[src/rtl/dbg_arb_pkg.sv]
// Shared constants, VIO control field offsets and slot state encoding for the
// debug probe arbiter.
package dbg_arb_pkg;

    localparam int PROBE_W       = 80;
    localparam int VIO_W         = 64;
    localparam int CNT_W         = 16;

    localparam int ARB_EN_BIT    = 0;
    localparam int FREEZE_BIT    = 1;
    localparam int CLR_BIT       = 2;
    localparam int PIN_BASE      = 3;
    localparam int PIN_W         = 4;

    localparam int STAT_OWN_BASE = 4;
    localparam int STAT_OWN_W    = 3;
    localparam int STAT_CNT_BASE = 16;

    typedef enum logic [1:0] {
        IDLE   = 2'd0,
        HOLD   = 2'd1,
        PINNED = 2'd2
    } slot_state_t;

    function automatic logic [CNT_W-1:0] sat_inc(input logic [CNT_W-1:0] v);
        return (v == '1) ? v : v + CNT_W'(1);
    endfunction

endpackage

[src/rtl/debug_probe_arbiter_if.sv]
// Requester, VIO and ILA-slot signal bundle between the debug buses, the
// arbiter and the chipscope wrapper.
interface debug_probe_arbiter_if #(
    parameter int NUM_REQ  = 8,
    parameter int NUM_SLOT = 4,
    parameter int REQ_W    = 3
);
    import dbg_arb_pkg::*;

    logic [NUM_REQ-1:0]          req_valid;
    logic [NUM_REQ*PROBE_W-1:0]  req_data;
    logic [VIO_W-1:0]            vio_ctrl;
    logic [NUM_SLOT*PROBE_W-1:0] slot_data;
    logic [NUM_SLOT*REQ_W-1:0]   slot_owner;
    logic [NUM_SLOT-1:0]         slot_busy;
    logic [VIO_W-1:0]            vio_status;

    modport master (
        output req_valid, req_data, vio_ctrl,
        input  slot_data, slot_owner, slot_busy, vio_status
    );

    modport slave (
        input  req_valid, req_data, vio_ctrl,
        output slot_data, slot_owner, slot_busy, vio_status
    );

endinterface

[src/rtl/debug_rr_picker.sv]
// Rotating-priority picker: first eligible requester at or after rr_ptr,
// wrapping modulo NUM_REQ.
module debug_rr_picker #(
    parameter int NUM_REQ = 8,
    parameter int REQ_W   = 3
) (
    input  logic [NUM_REQ-1:0] eligible,
    input  logic [REQ_W-1:0]   rr_ptr,
    output logic               found,
    output logic [REQ_W-1:0]   winner
);
    localparam int            SW   = REQ_W + 1;
    localparam logic [SW-1:0] NREQ = SW'(NUM_REQ);

    logic [SW-1:0] idx;

    always_comb begin
        found  = 1'b0;
        winner = '0;
        idx    = '0;
        for (int i = 0; i < NUM_REQ; i++) begin
            idx = {1'b0, rr_ptr} + SW'(i);
            if (idx >= NREQ) begin
                idx = idx - NREQ;
            end
            if (!found && eligible[idx[REQ_W-1:0]]) begin
                found  = 1'b1;
                winner = idx[REQ_W-1:0];
            end
        end
    end

endmodule

[src/rtl/debug_probe_arbiter.sv]
// Shares NUM_SLOT ILA probe groups among NUM_REQ debug requesters with
// round-robin grants, fixed capture windows and VIO pinning.
//
// state  | meaning
// IDLE   | slot free, slot_data forced to zero, grantable
// HOLD   | granted to a requester, hold counter running toward zero
// PINNED | forced to a requester by the VIO pin field
module debug_probe_arbiter
    import dbg_arb_pkg::*;
#(
    parameter int NUM_REQ     = 8,
    parameter int NUM_SLOT    = 4,
    parameter int HOLD_CYCLES = 1024,
    parameter int REQ_W       = $clog2(NUM_REQ)
) (
    input logic                  v_clk0,
    input logic                  v_rst0,
    debug_probe_arbiter_if.slave bus
);
    localparam logic [1:0]       S_IDLE    = IDLE;
    localparam logic [1:0]       S_HOLD    = HOLD;
    localparam logic [1:0]       S_PINNED  = PINNED;
    localparam logic [CNT_W-1:0] HOLD_LOAD = CNT_W'(HOLD_CYCLES - 1);

    logic [1:0]                  state_q   [NUM_SLOT];
    logic [1:0]                  state_d   [NUM_SLOT];
    logic [REQ_W-1:0]            owner_q   [NUM_SLOT];
    logic [REQ_W-1:0]            owner_d   [NUM_SLOT];
    logic [CNT_W-1:0]            hold_q    [NUM_SLOT];
    logic [CNT_W-1:0]            hold_d    [NUM_SLOT];
    logic [REQ_W-1:0]            rr_ptr_q, rr_ptr_d;
    logic [CNT_W-1:0]            grant_cnt_q, grant_cnt_d;
    logic [NUM_SLOT*PROBE_W-1:0] slot_data_q, slot_data_d;

    logic                        arb_en, freeze, soft_clr;
    logic [NUM_REQ-1:0]          req_valid;
    logic [NUM_SLOT-1:0]         pin_act;
    logic [REQ_W-1:0]            pin_idx   [NUM_SLOT];
    logic [NUM_SLOT-1:0]         busy;
    logic [NUM_SLOT-1:0]         slot_free;
    logic [NUM_SLOT-1:0]         grant_oh;
    logic [NUM_REQ-1:0]          owned, pinned, eligible;
    logic                        pick_found, grant, taken;
    logic [REQ_W-1:0]            pick_idx;
    logic                        vio_unused;

    assign arb_en     = bus.vio_ctrl[ARB_EN_BIT];
    assign freeze     = bus.vio_ctrl[FREEZE_BIT];
    assign soft_clr   = bus.vio_ctrl[CLR_BIT];
    assign req_valid  = bus.req_valid;
    assign vio_unused = ^bus.vio_ctrl[VIO_W-1:PIN_BASE+PIN_W*NUM_SLOT];

    // An out-of-range pin index behaves exactly like pin_en = 0.
    for (genvar s = 0; s < NUM_SLOT; s++) begin : g_pin
        logic [PIN_W-1:0] fld;
        assign fld        = bus.vio_ctrl[PIN_BASE + PIN_W*s +: PIN_W];
        assign pin_act[s] = fld[PIN_W-1] && (int'(fld[2:0]) < NUM_REQ);
        assign pin_idx[s] = fld[REQ_W-1:0];
        assign busy[s]    = (state_q[s] != S_IDLE);
        assign slot_free[s] = (state_q[s] == S_IDLE) && !pin_act[s];
    end

    always_comb begin
        owned  = '0;
        pinned = '0;
        for (int s = 0; s < NUM_SLOT; s++) begin
            if (busy[s]) owned[owner_q[s]] = 1'b1;
            if (pin_act[s]) pinned[pin_idx[s]] = 1'b1;
        end
    end

    assign eligible = req_valid & ~owned & ~pinned;

    debug_rr_picker #(
        .NUM_REQ (NUM_REQ),
        .REQ_W   (REQ_W)
    ) u_picker (
        .eligible (eligible),
        .rr_ptr   (rr_ptr_q),
        .found    (pick_found),
        .winner   (pick_idx)
    );

    always_comb begin
        grant_oh = '0;
        taken    = 1'b0;
        for (int s = 0; s < NUM_SLOT; s++) begin
            if (slot_free[s] && !taken) begin
                grant_oh[s] = 1'b1;
                taken       = 1'b1;
            end
        end
    end

    assign grant = arb_en && !freeze && !soft_clr && pick_found && taken;

    // Release checks use registered state, so a slot leaving HOLD sits in IDLE
    // for at least one cycle before it can be granted again.
    always_comb begin
        for (int s = 0; s < NUM_SLOT; s++) begin
            state_d[s] = state_q[s];
            owner_d[s] = owner_q[s];
            hold_d[s]  = hold_q[s];
            if (pin_act[s]) begin
                state_d[s] = S_PINNED;
                owner_d[s] = pin_idx[s];
                hold_d[s]  = '0;
            end else begin
                case (state_q[s])
                    S_IDLE: begin
                        if (grant && grant_oh[s]) begin
                            state_d[s] = S_HOLD;
                            owner_d[s] = pick_idx;
                            hold_d[s]  = HOLD_LOAD;
                        end
                    end
                    S_HOLD: begin
                        if (soft_clr || !arb_en || !req_valid[owner_q[s]] ||
                            (!freeze && hold_q[s] == '0)) begin
                            state_d[s] = S_IDLE;
                            owner_d[s] = '0;
                            hold_d[s]  = '0;
                        end else if (!freeze) begin
                            hold_d[s] = hold_q[s] - CNT_W'(1);
                        end
                    end
                    default: begin
                        state_d[s] = S_IDLE;
                        owner_d[s] = '0;
                        hold_d[s]  = '0;
                    end
                endcase
            end
        end
    end

    always_comb begin
        rr_ptr_d    = rr_ptr_q;
        grant_cnt_d = grant_cnt_q;
        if (soft_clr) begin
            rr_ptr_d    = '0;
            grant_cnt_d = '0;
        end else if (grant) begin
            rr_ptr_d    = (pick_idx == REQ_W'(NUM_REQ - 1)) ? '0 : pick_idx + REQ_W'(1);
            grant_cnt_d = sat_inc(grant_cnt_q);
        end
    end

    always_comb begin
        slot_data_d = '0;
        for (int s = 0; s < NUM_SLOT; s++) begin
            if (busy[s]) begin
                slot_data_d[s*PROBE_W +: PROBE_W] =
                    bus.req_data[int'(owner_q[s])*PROBE_W +: PROBE_W];
            end
        end
    end

    always_ff @(posedge v_clk0 or negedge v_rst0) begin
        if (!v_rst0) begin
            for (int s = 0; s < NUM_SLOT; s++) begin
                state_q[s] <= S_IDLE;
                owner_q[s] <= '0;
                hold_q[s]  <= '0;
            end
            rr_ptr_q    <= '0;
            grant_cnt_q <= '0;
            slot_data_q <= '0;
        end else begin
            for (int s = 0; s < NUM_SLOT; s++) begin
                state_q[s] <= state_d[s];
                owner_q[s] <= owner_d[s];
                hold_q[s]  <= hold_d[s];
            end
            rr_ptr_q    <= rr_ptr_d;
            grant_cnt_q <= grant_cnt_d;
            slot_data_q <= slot_data_d;
        end
    end

    for (genvar s = 0; s < NUM_SLOT; s++) begin : g_own
        assign bus.slot_owner[s*REQ_W +: REQ_W] = owner_q[s];
    end

    assign bus.slot_busy = busy;
    assign bus.slot_data = slot_data_q;

    always_comb begin
        bus.vio_status = '0;
        for (int s = 0; s < NUM_SLOT; s++) begin
            bus.vio_status[s] = busy[s];
            bus.vio_status[STAT_OWN_BASE + STAT_OWN_W*s +: REQ_W] = owner_q[s];
        end
        bus.vio_status[STAT_CNT_BASE +: CNT_W] = grant_cnt_q;
    end

endmodule

[src/flat_wrapper.sv]
// flat-port wrapper written by rule: the top's interface ports become plain ports
module debug_probe_arbiter_flat import dbg_arb_pkg::*;
#(
    parameter int NUM_REQ     = 8,
    parameter int NUM_SLOT    = 4,
    parameter int HOLD_CYCLES = 1024,
    parameter int REQ_W       = $clog2(NUM_REQ)
)
  (v_clk0, v_rst0, bus_req_valid, bus_req_data, bus_vio_ctrl, bus_slot_data, bus_slot_owner, bus_slot_busy, bus_vio_status);
  debug_probe_arbiter_if #(.NUM_REQ(NUM_REQ), .NUM_SLOT(NUM_SLOT), .REQ_W(REQ_W)) bus_i ();
  input logic v_clk0;
  input logic v_rst0;
  input wire logic [$bits(bus_i.req_valid)-1:0] bus_req_valid;
  input wire logic [$bits(bus_i.req_data)-1:0] bus_req_data;
  input wire logic [$bits(bus_i.vio_ctrl)-1:0] bus_vio_ctrl;
  output wire logic [$bits(bus_i.slot_data)-1:0] bus_slot_data;
  output wire logic [$bits(bus_i.slot_owner)-1:0] bus_slot_owner;
  output wire logic [$bits(bus_i.slot_busy)-1:0] bus_slot_busy;
  output wire logic [$bits(bus_i.vio_status)-1:0] bus_vio_status;
  assign bus_i.req_valid = bus_req_valid;
  assign bus_i.req_data = bus_req_data;
  assign bus_i.vio_ctrl = bus_vio_ctrl;
  assign bus_slot_data = bus_i.slot_data;
  assign bus_slot_owner = bus_i.slot_owner;
  assign bus_slot_busy = bus_i.slot_busy;
  assign bus_vio_status = bus_i.vio_status;
  debug_probe_arbiter #(.NUM_REQ(NUM_REQ), .NUM_SLOT(NUM_SLOT), .HOLD_CYCLES(HOLD_CYCLES), .REQ_W(REQ_W)) u_core (.v_clk0(v_clk0), .v_rst0(v_rst0), .bus(bus_i));
endmodule
[config.mk]
export PLATFORM = sky130hd
export DESIGN_NAME = debug_probe_arbiter_flat
export DESIGN_NICKNAME = d
export VERILOG_FILES = /design/src/rtl/dbg_arb_pkg.sv /design/src/rtl/debug_probe_arbiter_if.sv /design/src/rtl/debug_rr_picker.sv /design/src/rtl/debug_probe_arbiter.sv /design/src/flat_wrapper.sv
export SDC_FILE = /design/constraint.sdc
export NUM_CORES = 2
export LEC_CHECK = 0
export BUFFER_PORTS_ARGS = -buffer_cell sky130_fd_sc_hd__buf_2
export CAP_MARGIN = 40
export CORE_AREA = 2 2 432 434
export CTS_CLUSTER_SIZE = 8
export DETAILED_ROUTE_END_ITERATION = 10
export DIE_AREA = 0 0 434 436
export MAX_ROUTING_LAYER = met4
export SLEW_MARGIN = 15
export SYNTH_ARGS = -nofsm -noshare
export SYNTH_HDL_FRONTEND = slang
export SYNTH_SLANG_ARGS = --single-unit
[constraint.sdc]
create_clock -name v_clk0 -period 9.1 [get_ports v_clk0]
set_clock_uncertainty 0.05 [all_clocks]
set_input_delay 0.455 -clock v_clk0 [delete_from_list [all_inputs] [get_ports v_clk0]]
set_output_delay 0.455 -clock v_clk0 [all_outputs]
set_load 0.005 [all_outputs]
==> flow_summary_export.csv <==
group,metric,value,unit
status,status,"completed",
pwr,p_seq_share,28.4,%
global_route,grt_pass1_vias,34299,
pwr,power_frac_clock,30.8,%
sta,worst_pin_slew,1.04,ns
worst_hold_path,hold_start,"bus_vio_ctrl[9]",
global_route,met1_usage,26.1,%
setup_path,rr_startpoint,"u_core.bus.slot_owner[8]",
finish,finalNetCount,4831,
worst_hold_path,holdPathEnd,"u_core.bus.slot_owner[5]",
logic_synthesis,synth_area_leaders,"mux4_2, dfrtp_1, mux2i_1, nor2_1, mux2_2",
clocking,cts_tree,"done",
finish,layout-drive-gt1-share,44.9,%
route,ant_nets,0,
worst_hold_path,hold_path.class,"in -> reg",
clocking,cts_resized,0,
global_route,grt_busiest_layer,"met2",
pwr,total_power,0.00832,W
setup_path,r2r_end,"u_core.rr_ptr_q[0]",
setup_path,arrival,5.90,ns
placed_design,place_hpwl,159000,microns
logic_synthesis,synth_cell_types,84,
logic_synthesis,synthDominantCellAreaShare,30.9,%
global_route,gr-usage-all-layers,22.0,%
placed_design,gp_congestion,1.02,
setup_path,cp-start-kind,"flop",
floorplan,die_w,434,microns
route,vias,36016,
finish,instances_no_fill,6733,
sta,maxSlewHeadroom,30.7,%
logic_synthesis,netlist_area,36100,sq um
clocking,clock_latency,0.67,ns
pwr,p_sw,0.00325,W
flow_run,cap_violations,0,
floorplan,start_util,19.6,%
global_route,grt_max_degree,138,
global_route,antenna_found_initial,145,
clocking,cts_sinks,423,
clocking,cts_buffers,68,
clocking,path_clk_slew,0.05,ns
sta,fmax,185,MHz
logic_synthesis,synth-edff-count,0,
pwr,swShare,39.0,%
global_route,grt-ovfl-total,0,
pwr,leakage,19.2,nW
setup_path,crit_required,9.59,ns
floorplan,ioPinCount,1114,
route,firstDrtPassIters,6,
global_route,met2_usage,32.5,%
sta,finalCritPeriodShare,59.4,%
clocking,clockBufferDepth,3,
clocking,cts_setup_buffers,0,
sta,hold_viol_final,0,
logic_synthesis,synthArstFlopShare,100,%
placed_design,io_buffers,1036,
floorplan,core_area,185000,sq um
clocking,cts_hold_buf,5,
logic_synthesis,ys_seq_area_share,29.3,%
pwr,pwr-share-comb,40.7,%
logic_synthesis,ys_warn_count,0,
clocking,cts_root_buf,"clkbuf_16",
route,wl_per_cell,31.2,microns
sta,maxSlewViolCount,0,
floorplan,die_h,436,microns
sta,rsz0062_at_grt,"false",
route,drt_wl_total,210000,microns
floorplan,fp-row-count,158,
setup_path,crit_fanout,44,
setup_path,worstSetupPathType,"reg -> reg",
route,drtIter0Drc,4889,
route,drc,0,
pwr,p_int,0.00507,W
logic_synthesis,synthCells,3233,
finish,area_growth,28.6,%
setup_path,worstSetupEndpointType,"flop",
logic_synthesis,synth_top_cell_by_area,"mux4_2",
sta,fin_crit,5.41,ns
clocking,h-tree-depth,3,
route,viasPerCell,5.35,
setup_path,r2r_cells,13,
pwr,ir_worst_vdd,104,uV
sta,setup_tns,0,ns
worst_hold_path,worstHoldPathCells,3,
floorplan,die_area,189000,sq um
pwr,power_density,179,nW/um^2
logic_synthesis,synth_area_per_cell,11.2,sq um
global_route,grt_pass1_wl,285000,microns
finish,final_core_util,25.1,%
logic_synthesis,ys_ff_latch,423,
sta,finalSetupViolCount,0,
global_route,grt_use_met3,8.60,%
setup_path,ff2ff_setup_slack,3.69,ns
placed_design,placedCellCount,6507,
logic_synthesis,synth_ff_type,"dfrtp_1",
## metrics by stage
stage	hold WS (ns)	setup WS [ns]	instance area, sq um
after CTS	0.0228	3.77	46000
final	0.111	3.69	46400
after floorplan	0.109	5.28	36200
after global placement	0.418	3.72	43600
after global routing	0.0576	3.46	46400
after detailed placement	0.422	3.76	43900
## routing by layer
layer,up-vias,part of all wire (%),routed length [microns]
met3,501,13,26400
met4,0,4.8,10000
li1,14466,-,-
met2,2802,46,95500
met5,-,0,0
met1,18247,37,77900
## power groups by stage
| stage | clock [W] | combinational, W | sequential [W] |
|---|---|---|---|
| floorplan | 0 | 0.00197 | 0.00225 |
| global placement | 0 | 0.00327 | 0.00240 |
| detailed placement | 0 | 0.00334 | 0.00239 |
| CTS | 0.00267 | 0.00335 | 0.00237 |
| global route | 0.00274 | 0.00360 | 0.00239 |
| finish | 0.00257 | 0.00339 | 0.00237 |
## Yosys cell counts, types with 16 or more instances
cell type	n
a22oi_1	87
buf_2	18
a221oi_1	47
dfrtp_1	423
nand2b_1	16
mux2i_1	336
inv_1	30
o21ai_1	24
nand3_1	17
nor3_1	40
buf_4	49
o21ai_0	130
or3_1	19
nor2_1	458
buf_1	103
mux4_2	496
a22o_1	54
xor2_1	17
a21oi_1	113
o211ai_1	48
mux2_2	83
nand2_1	190
clkbuf_1	188
a31oi_1	20
## flip-flops by register name (all words and copies together), names as in the netlist
name / cells
u_core.hold_q: 64
u_core.state_q: 8
u_core.bus.slot_data: 320
u_core.rr_ptr_q: 3
u_core.grant_cnt_q: 16
u_core.bus.slot_owner: 12
## kinds of logic (layout without fill, tap and decap cells)
group	count (synthesis)	in the layout	synth area share [%]
adder cells (fa/ha/maj)	9	9	0.312
buffers and inverters	393	1268	4.72
other	1	146	0.0104
flip-flops	423	423	29.3
multiplexers	917	917	42.9
AO/OA/AOI/OAI	609	609	11.5
XOR/XNOR	25	25	0.607
AND/OR/NAND/NOR	856	856	10.6
## worst max path at each step
| stage | startpoint | endpoint | slack, ns | cells past startpoint |
|---|---|---|---|---|
| floorplan | bus_vio_ctrl[17] | u_core.rr_ptr_q[0] | 5.28 | 12 |
| detailed placement | u_core.bus.slot_owner[8] | u_core.rr_ptr_q[0] | 3.76 | 13 |
| global route | u_core.bus.slot_owner[8] | u_core.rr_ptr_q[0] | 3.46 | 13 |
| global placement | u_core.bus.slot_owner[8] | u_core.rr_ptr_q[2] | 3.72 | 13 |
| CTS | u_core.bus.slot_owner[8] | u_core.rr_ptr_q[0] | 3.77 | 13 |
| finish | u_core.bus.slot_owner[8] | u_core.rr_ptr_q[0] | 3.69 | 13 |
## worst max-delay path: stages (launching register included)
cell,delay [ns]
dfrtp_4,0.83
buf_4,0.74
nand2b_1,0.22
o32ai_1,0.10
nor4_1,0.72
mux2i_1,0.35
mux4_2,0.60
o211a_1,0.30
nand2_1,0.12
o221ai_1,0.11
a21o_1,0.31
ha_1,0.27
ha_1,0.20
o41ai_1,0.35
## placed cells by master, fill, tap and decap left out, drive strengths merged, types with 10 or more instances in the layout
master  count
buf      1130
mux4      496
nor2      459
dfrtp     423
mux2i     336
nand2     191
o21ai     156
a21oi     115
diode     114
clkbuf     92
a22oi      87
mux2       85
a22o       54
o211ai     49
a221oi     47
nor3       42
conb       32
inv        31
a31oi      22
or3        19
nor4       19
nand3      17
xor2       17
nand2b     16
and2       15
nand4b     11
nor3b      10
a221o      10
## area by class of cell
class,instances,area (sq um)
fill,19818,138000
multi-input combinational,2448,24000
sequential,423,10600
timing repair buffer,1135,6180
tap,2480,3100
clock buffer,92,1930
antenna,114,285
clock inverter,9,135
inverter,32,120
No activity file was read; power rests on OpenSTA's default activity.
